File: config.mk
export PLATFORM = sky130hd
export DESIGN_NAME = risc_loader_flat
export DESIGN_NICKNAME = d
export VERILOG_FILES = /design/src/rtl/risc_loader_if.sv /design/src/rtl/risc_loader.sv /design/src/flat_wrapper.sv
export SDC_FILE = /design/constraint.sdc
export NUM_CORES = 1
export LEC_CHECK = 0
export CAP_MARGIN = 20
export CORE_MARGIN = 4
export CORE_UTILIZATION = 35
export DETAILED_ROUTE_END_ITERATION = 6
export HOLD_SLACK_MARGIN = 0.1
export PLACE_DENSITY = 0.62
export REMOVE_ABC_BUFFERS = 1
export SLEW_MARGIN = 20
export SYNTH_ARGS = -nofsm -noshare
export SYNTH_HDL_FRONTEND = slang
export SYNTH_SLANG_ARGS = --single-unit
File: constraint.sdc
create_clock -name clk -period 2.4 [get_ports clk]
set_clock_uncertainty 0.05 [all_clocks]
set_input_delay 0.48 -clock clk [delete_from_list [all_inputs] [get_ports clk]]
set_output_delay 0.48 -clock clk [all_outputs]
set_load 0.1 [all_outputs]
File: src/rtl/risc_loader_if.sv
// risc_loader_if: host byte stream, CPU program-memory write port and session status.
interface risc_loader_if;
  logic        start;
  logic        in_valid;
  logic [7:0]  in_data;
  logic        in_ready;
  logic        mem_we;
  logic [4:0]  mem_addr;
  logic [7:0]  mem_data;
  logic        cpu_rst;
  logic        halt;
  logic        busy;
  logic        done;
  logic        timeout;
  logic        err;
  logic [15:0] cycle_count;
  modport slave (
    input  start, in_valid, in_data, halt,
    output in_ready, mem_we, mem_addr, mem_data, cpu_rst, busy, done, timeout, err, cycle_count
  );
  modport master (
    output start, in_valid, in_data, halt,
    input  in_ready, mem_we, mem_addr, mem_data, cpu_rst, busy, done, timeout, err, cycle_count
  );
endinterface

File: src/rtl/risc_loader.sv
// risc_loader: loads a length-prefixed program into CPU memory, then runs the CPU
// out of reset and measures cycles until halt or timeout.
module risc_loader #(
  parameter int unsigned MAX_CYCLES = 1000
) (
  input  logic         clk,
  input  logic         rst_n,
  risc_loader_if.slave bus
);
  typedef enum logic [2:0] {IDLE, HDR, LOAD, CRST, RUN, DONE, TOUT} state_t;
  localparam logic [15:0] LIMIT = 16'(MAX_CYCLES);
  state_t      r_state, w_next;
  logic [5:0]  r_left;
  logic [4:0]  r_addr;
  logic        r_we;
  logic [4:0]  r_waddr;
  logic [7:0]  r_wdata;
  logic        r_err;
  logic [15:0] r_cyc;
  logic        w_acc, w_hdr_ok, w_start, w_tick;
  assign bus.in_ready    = (r_state == HDR) || (r_state == LOAD);
  assign bus.busy        = bus.in_ready || (r_state == CRST) || (r_state == RUN);
  assign bus.cpu_rst     = r_state != RUN;
  assign bus.done        = r_state == DONE;
  assign bus.timeout     = r_state == TOUT;
  assign bus.err         = r_err;
  assign bus.mem_we      = r_we;
  assign bus.mem_addr    = r_waddr;
  assign bus.mem_data    = r_wdata;
  assign bus.cycle_count = r_cyc;
  assign w_acc    = bus.in_valid && bus.in_ready;
  assign w_hdr_ok = (bus.in_data != 8'd0) && (bus.in_data <= 8'd32);
  assign w_start  = bus.start && ((r_state == IDLE) || (r_state == DONE) || (r_state == TOUT));
  assign w_tick   = (r_state == RUN) && !bus.halt;
  always_comb begin
    w_next = r_state;
    case (r_state)
      IDLE, DONE, TOUT: w_next = bus.start ? HDR : r_state;
      HDR:              w_next = !bus.in_valid ? HDR : w_hdr_ok ? LOAD : IDLE;
      LOAD:             w_next = (bus.in_valid && r_left == 6'd1) ? CRST : LOAD;
      CRST:             w_next = RUN;
      RUN:              w_next = bus.halt ? DONE : (r_cyc + 16'd1 == LIMIT) ? TOUT : RUN;
      default:          w_next = IDLE;
    endcase
  end
  // the write lands one cycle after acceptance, so the last one overlaps CRST
  always_ff @(posedge clk or negedge rst_n) begin
    if (!rst_n) begin
      r_state <= IDLE;
      r_left  <= '0;
      r_addr  <= '0;
      r_we    <= 1'b0;
      r_waddr <= '0;
      r_wdata <= '0;
      r_err   <= 1'b0;
      r_cyc   <= '0;
    end else begin
      r_state <= w_next;
      r_we    <= (r_state == LOAD) && w_acc;
      if ((r_state == LOAD) && w_acc) begin
        r_waddr <= r_addr;
        r_wdata <= bus.in_data;
        r_addr  <= r_addr + 5'd1;
        r_left  <= r_left - 6'd1;
      end
      if ((r_state == HDR) && w_acc) begin
        r_left <= bus.in_data[5:0];
        r_addr <= '0;
        r_err  <= !w_hdr_ok;
      end
      if (w_start) begin
        r_err <= 1'b0;
        r_cyc <= '0;
      end
      if (w_tick) r_cyc <= r_cyc + 16'd1;
    end
  end
endmodule

File: src/flat_wrapper.sv
// flat-port wrapper written by rule: the top's interface ports become plain ports
module risc_loader_flat 
#(
  parameter int unsigned MAX_CYCLES = 1000
)
  (clk, rst_n, bus_start, bus_in_valid, bus_in_data, bus_halt, bus_in_ready, bus_mem_we, bus_mem_addr, bus_mem_data, bus_cpu_rst, bus_busy, bus_done, bus_timeout, bus_err, bus_cycle_count);
  risc_loader_if bus_i ();
  input  logic clk;
  input  logic rst_n;
  input wire logic [$bits(bus_i.start)-1:0] bus_start;
  input wire logic [$bits(bus_i.in_valid)-1:0] bus_in_valid;
  input wire logic [$bits(bus_i.in_data)-1:0] bus_in_data;
  input wire logic [$bits(bus_i.halt)-1:0] bus_halt;
  output wire logic [$bits(bus_i.in_ready)-1:0] bus_in_ready;
  output wire logic [$bits(bus_i.mem_we)-1:0] bus_mem_we;
  output wire logic [$bits(bus_i.mem_addr)-1:0] bus_mem_addr;
  output wire logic [$bits(bus_i.mem_data)-1:0] bus_mem_data;
  output wire logic [$bits(bus_i.cpu_rst)-1:0] bus_cpu_rst;
  output wire logic [$bits(bus_i.busy)-1:0] bus_busy;
  output wire logic [$bits(bus_i.done)-1:0] bus_done;
  output wire logic [$bits(bus_i.timeout)-1:0] bus_timeout;
  output wire logic [$bits(bus_i.err)-1:0] bus_err;
  output wire logic [$bits(bus_i.cycle_count)-1:0] bus_cycle_count;
  assign bus_i.start = bus_start;
  assign bus_i.in_valid = bus_in_valid;
  assign bus_i.in_data = bus_in_data;
  assign bus_i.halt = bus_halt;
  assign bus_in_ready = bus_i.in_ready;
  assign bus_mem_we = bus_i.mem_we;
  assign bus_mem_addr = bus_i.mem_addr;
  assign bus_mem_data = bus_i.mem_data;
  assign bus_cpu_rst = bus_i.cpu_rst;
  assign bus_busy = bus_i.busy;
  assign bus_done = bus_i.done;
  assign bus_timeout = bus_i.timeout;
  assign bus_err = bus_i.err;
  assign bus_cycle_count = bus_i.cycle_count;
  risc_loader #(.MAX_CYCLES(MAX_CYCLES)) u_core (.clk(clk), .rst_n(rst_n), .bus(bus_i));
endmodule
### Yosys cells after proc, flatten, opt, wreduce, memory -nomap -nowiden

Cells that the tools add are included.

* logic and storage cells: 57
* output and inout bits: 36
* register bits: 45

* equality and inequality tests: 10
* reductions and logical operators: 20
* add/sub/neg operators: 3
* $lt $le $gt $ge: 1
* muxes and demuxes: 15

Operators with widths (number)
* $mux W16: 2
* $add A16 B1 Y16 const B: 1
* $eq A16 B10 Y1 const B: 1
* $pmux W3 S5: 1
* $mux W6: 2
* $mux W5: 2
* $eq A3 B3 Y1 const B: 3
* $mux W3: 3
* $le A8 B6 Y1 const B: 1
* $reduce_bool A8 Y1: 1
* $logic_and A1 B1 Y1: 7
* $eq A3 B2 Y1 const B: 2
* $eq A6 B1 Y1 const B: 1
* $reduce_bool A2 Y1: 3
* $sub A6 B1 Y6 const B: 1
* $add A5 B1 Y5 const B: 1
* $logic_or A1 B1 Y1: 5
* $mux W2: 2
* $eq A3 B1 Y1 const B: 1
* $logic_not A3 Y1: 1
* $mux W1: 3
* $ne A3 B3 Y1 const B: 1
* $reduce_or A3 Y1: 1
* $logic_not A1 Y1: 2
* $ne A2 B2 Y1 const B: 1

### Logic depth before layout (Yosys ltp)

* depth in word-level cells: 6
* gate-level depth with buffers: 7
* depth with buffers taken out: 7

### Worst setup path before layout

Ideal clock, no wire load.

* path kind: register to output
* from: register u_core.r_state[1]
* to: output bus_busy
* path buffers: 2
* required time: 1870 ps
* stages on the path, launching flop included: 5
* data arrival time: 2591 ps
* path slack: -721 ps
* cells stage by stage: dfrtp_1 -> clkbuf_1 -> buf_1 -> nor2_1 -> xnor2_1

* word-level cells in the longest chain between the ends: 4
* elaborated cells on any way between the ends: 7
* those cells by class: eq/ne: 4; reduce/logical: 3

RTL lines
* start: declaration: RTL line risc_loader.sv:12 `state_t r_state, w_next;`
* start signal: assignment: RTL line risc_loader.sv:58 `r_state <= w_next;`
* $eq A3 B1 Y1 / $eq A3 B2 Y1 (equally long branches): RTL line risc_loader.sv:21 `assign bus.in_ready = (r_state == HDR) || (r_state == LOAD);`
* $logic_or A1 B1 Y1: RTL line risc_loader.sv:21
* $logic_or A1 B1 Y1: RTL line risc_loader.sv:22 `assign bus.busy = bus.in_ready || (r_state == CRST) || (r_state == RUN);`
* $logic_or A1 B1 Y1 (*): RTL line risc_loader.sv:22
* end: declaration: RTL line flat_wrapper.sv:19 `output wire logic [$bits(bus_i.busy)-1:0] bus_busy;`

Mark *: on every way between the ends. The rest lies on a longest branch, timed or not.

### Final worst setup path

* from: register u_core.r_cyc[0] (netlist: u_core.bus.cycle_count[0])
* to: register u_core.r_state[1]

* word-level cells in the longest chain between the ends: 5

RTL lines
* start: declaration: RTL line risc_loader.sv:19 `logic [15:0] r_cyc;`
* start signal: assignment: RTL line risc_loader.sv:75 `if (w_tick) r_cyc <= r_cyc + 16'd1;`
* $add A16 B1 Y16: RTL line risc_loader.sv:42 `RUN: w_next = bus.halt ? DONE : (r_cyc + 16'd1 == LIMIT) ? TOUT : RUN;`
* $eq A16 B10 Y1: RTL line risc_loader.sv:42
* $mux W2: RTL line risc_loader.sv:42
* $mux W3: RTL line risc_loader.sv:42
* $pmux W3 S5: RTL line risc_loader.sv:37 `case (r_state)`

Every way passes these cells.
A chain may end at the register's enable or synchronous reset.

==> impl_metrics.json <==
{
  "outcome": "finished clean",
  "cts.sink_count": 45,
  "worst-r2r-cell-count": 6,
  "rows": 31,
  "boundaryPins": 49,
  "nets": 357,
  "fin_crit_sh_pct": 90.7,
  "wl_um": 6650,
  "cp-end-kind": "flip-flop",
  "max_freq_ghz": 0.459,
  "cellLeakagePower_nw": 1.47,
  "rsz0062_at_grt": "no",
  "crit_type": "reg -> reg",
  "maxCapViolations": 0,
  "via_per_inst": 5.50,
  "hold_viol_final": 0,
  "cts_tree": "yes",
  "post_cts_resized": 0,
  "insertion_delay_ns": 0.30,
  "vias": 2413,
  "irDropWorstVdd_mv": 0.378,
  "worstReg2RegEnd": "u_core.r_state[1]",
  "remaining_drc_errors": 0,
  "hold_path.class": "in -> async",
  "yosys_warnings": 0,
  "grt.total_usage_pct": 15.7,
  "syn_to_final_growth_pct": 27.8,
  "wl_per_cell_um": 15.1,
  "fin_hold_ws_ns": 0.0906,
  "final_common_cell": "buf_4",
  "cts-root-buf": "clkbuf_8",
  "ys_types": 50,
  "tightest_slew_ns": 0.686,
  "antenna_found_initial": 0,
  "firstDrtPassIters": 4,
  "coreArea_mm2": 0.00725,
  "avgSynthCellArea_um2": 9.09,
  "clkTransAtPathRegs_ns": 0.10,
  "die_w_um": 94.4,
  "slowest_stage": "dfrtp_1",
  "synthCells": 287,
  "cts_buffers": 5,
  "reg2reg_from": "u_core.bus.cycle_count[0]",
  "drive_gt1_share_pct": 23.5,
  "slew_violations": 0,
  "ctsHoldBuffers": 0,
  "die_h_um": 94.4,
  "grt_pass1_vias": 2335,
  "grt_pass1_wl_um": 11300,
  "async_reset_ff_share_pct": 100,
  "period_minus_slack_ns": 2.18,
  "ys.flop_type": "dfrtp_1",
  "seq_area_frac_synth_pct": 43.1,
  "netlist_area_mm2": 0.00261,
  "dieArea_mm2": 0.00890,
  "grt_max_degree": 26,
  "portBuffers": 48,
  "ys_ff_latch": 45,
  "worstPathMaxFanout": 10,
  "start_util_pct": 36.0,
  "synth_edf_count": 0,
  "overflow": 0,
  "first_iter_violations": 102,
  "post-route-util_pct": 46.0,
  "h-tree-depth": 2,
  "power.density_mw_per_mm2": 1110,
  "clock_path_buffers": 2,
  "postCtsSetupBuffers": 0,
  "crit_path_max_incr_delay_ns": 0.53,
  "place.gp.congestion": 0.825,
  "setup_viol": 0,
  "rrSetupSlack_ns": 0.22,
  "diodes": 0,
  "cp.arrival_ns": 2.35,
  "slew-limit-headroom_pct": 54.3,
  "layout_common_cells": "buf_4, dfrtp_1, nor2_1, nand2_1, a21oi_1",
  "hpwlAfterDp_um": 4800,
  "path_cells": "ha_1 -> and3_1 -> and4_1 -> o211ai_1 -> a2111o_1 -> o31ai_2",
  "cp_data_required_time_ns": 2.57,
  "antenna_left": 0,
  "critPathLaunchType": "flip-flop"
}
## cell type report
class | count | area (um^2)
fillers | 712 | 3920
multi-input cells | 216 | 1380
flip-flops and latches | 45 | 1130
repair buffers | 65 | 588
well taps | 99 | 124
clock buffers | 5 | 68.8
clock inverters | 3 | 25.0
inverters | 6 | 22.5
## through the flow
step                      setup TNS (ns)  area [um^2]  setup slack (ns)  std cells  total power (W)
final                                  0         3340             0.223        439          0.00372
after global routing                   0         3340            0.0464        439          0.00393
after CTS                              0         3330            0.0107        439          0.00375
after detailed placement          -0.188         3240           -0.0865        431          0.00325
after global placement                 0         3240            0.0149        431          0.00322
after floorplan                   -27.56         2510             -1.05        267          0.00260
## synth_stat cells, types with 2 or more instances
master    instances  area (um^2)
mux2_2           13          146
xnor2_1           5         43.8
xor2_1            5         43.8
nor2b_1           4         25.0
o31ai_1           6         45.0
nand4_1          10         62.6
and3_1            2         12.5
and4_1            4         35.0
nand2_1          20         75.1
buf_6             2         22.5
nor4_1            4         25.0
o22ai_1           3         18.8
a21oi_1          18         90.1
or3_1             3         18.8
dfrtp_1          45         1130
o211ai_1          2         15.0
nor2_1           30          113
nand3_1           9         45.0
a31oi_1           9         56.3
buf_1             3         11.3
clkbuf_1          8         30.0
o21ai_1          15         75.1
o311ai_0          3         26.3
nor3_1            5         25.0
inv_1             6         22.5
nand2b_1          6         37.5
o21ai_0          13         65.1
buf_2             7         35.0
or4_1             2         15.0
ha_1              5         62.6
## how the worst max path moves through the flow
stage | from | end | slack [ns] | cells past startpoint
finish | u_core.bus.cycle_count[0] | u_core.r_state[1] | 0.22 | 6
global route | u_core.bus.cycle_count[0] | u_core.r_state[1] | 0.05 | 6
CTS | u_core.r_state[1] | u_core.bus.cycle_count[3] | 0.01 | 5
detailed placement | bus_halt | u_core.bus.cycle_count[3] | -0.09 | 5
global placement | bus_halt | u_core.bus.cycle_count[13] | 0.01 | 5
floorplan | u_core.r_state[1] | u_core.r_left[5] | -1.05 | 3
## state kept, by name (all words and copies together) (netlist names)
signal and count:
u_core.bus.cycle_count 16, u_core.bus.err 1, u_core.bus.mem_addr 5, u_core.bus.mem_data 8, u_core.bus.mem_we 1, u_core.r_addr 5
u_core.r_left 6, u_core.r_state 3
## where the power goes
part           leakage [nW]  internal, W  total (W)  switching [W]
sequential            0.605     0.000924    0.00112       0.000194
clock                0.0447     0.000211   0.000493       0.000283
combinational         0.819     0.000630    0.00211        0.00148
total                  1.47      0.00176    0.00372        0.00195
## logic make-up after synthesis
group / count (synthesis) / synth area share (%)
xor gates and xnor gates: 10 / 3.36
buffers and inverters: 26 / 4.65
muxes: 14 / 5.99
DFF: 45 / 43.1
AOI/OAI and AO/OA: 80 / 19.0
adders and majority gates: 6 / 2.78
and+or+nand+nor: 106 / 21.1
## layer usage
layer / wire, um / up-vias / GRT usage (%)
met5: 0 / - / 0
met4: 79 / 0 / 4.09
met3: 316 / 8 / 2.87
met2: 3180 / 56 / 26.4
met1: 3080 / 1192 / 20.7
li1: - / 1157 / -
## critical path, delay by kind of cell (launching register included)
| kind | cells | cell delay (ns) |
|---|---|---|
| adders and majority gates | 1 | 0.32 |
| DFF | 1 | 0.53 |
| AOI/OAI and AO/OA | 3 | 0.67 |
| and+or+nand+nor | 2 | 0.53 |
Power figures use the tool's default switching activity.
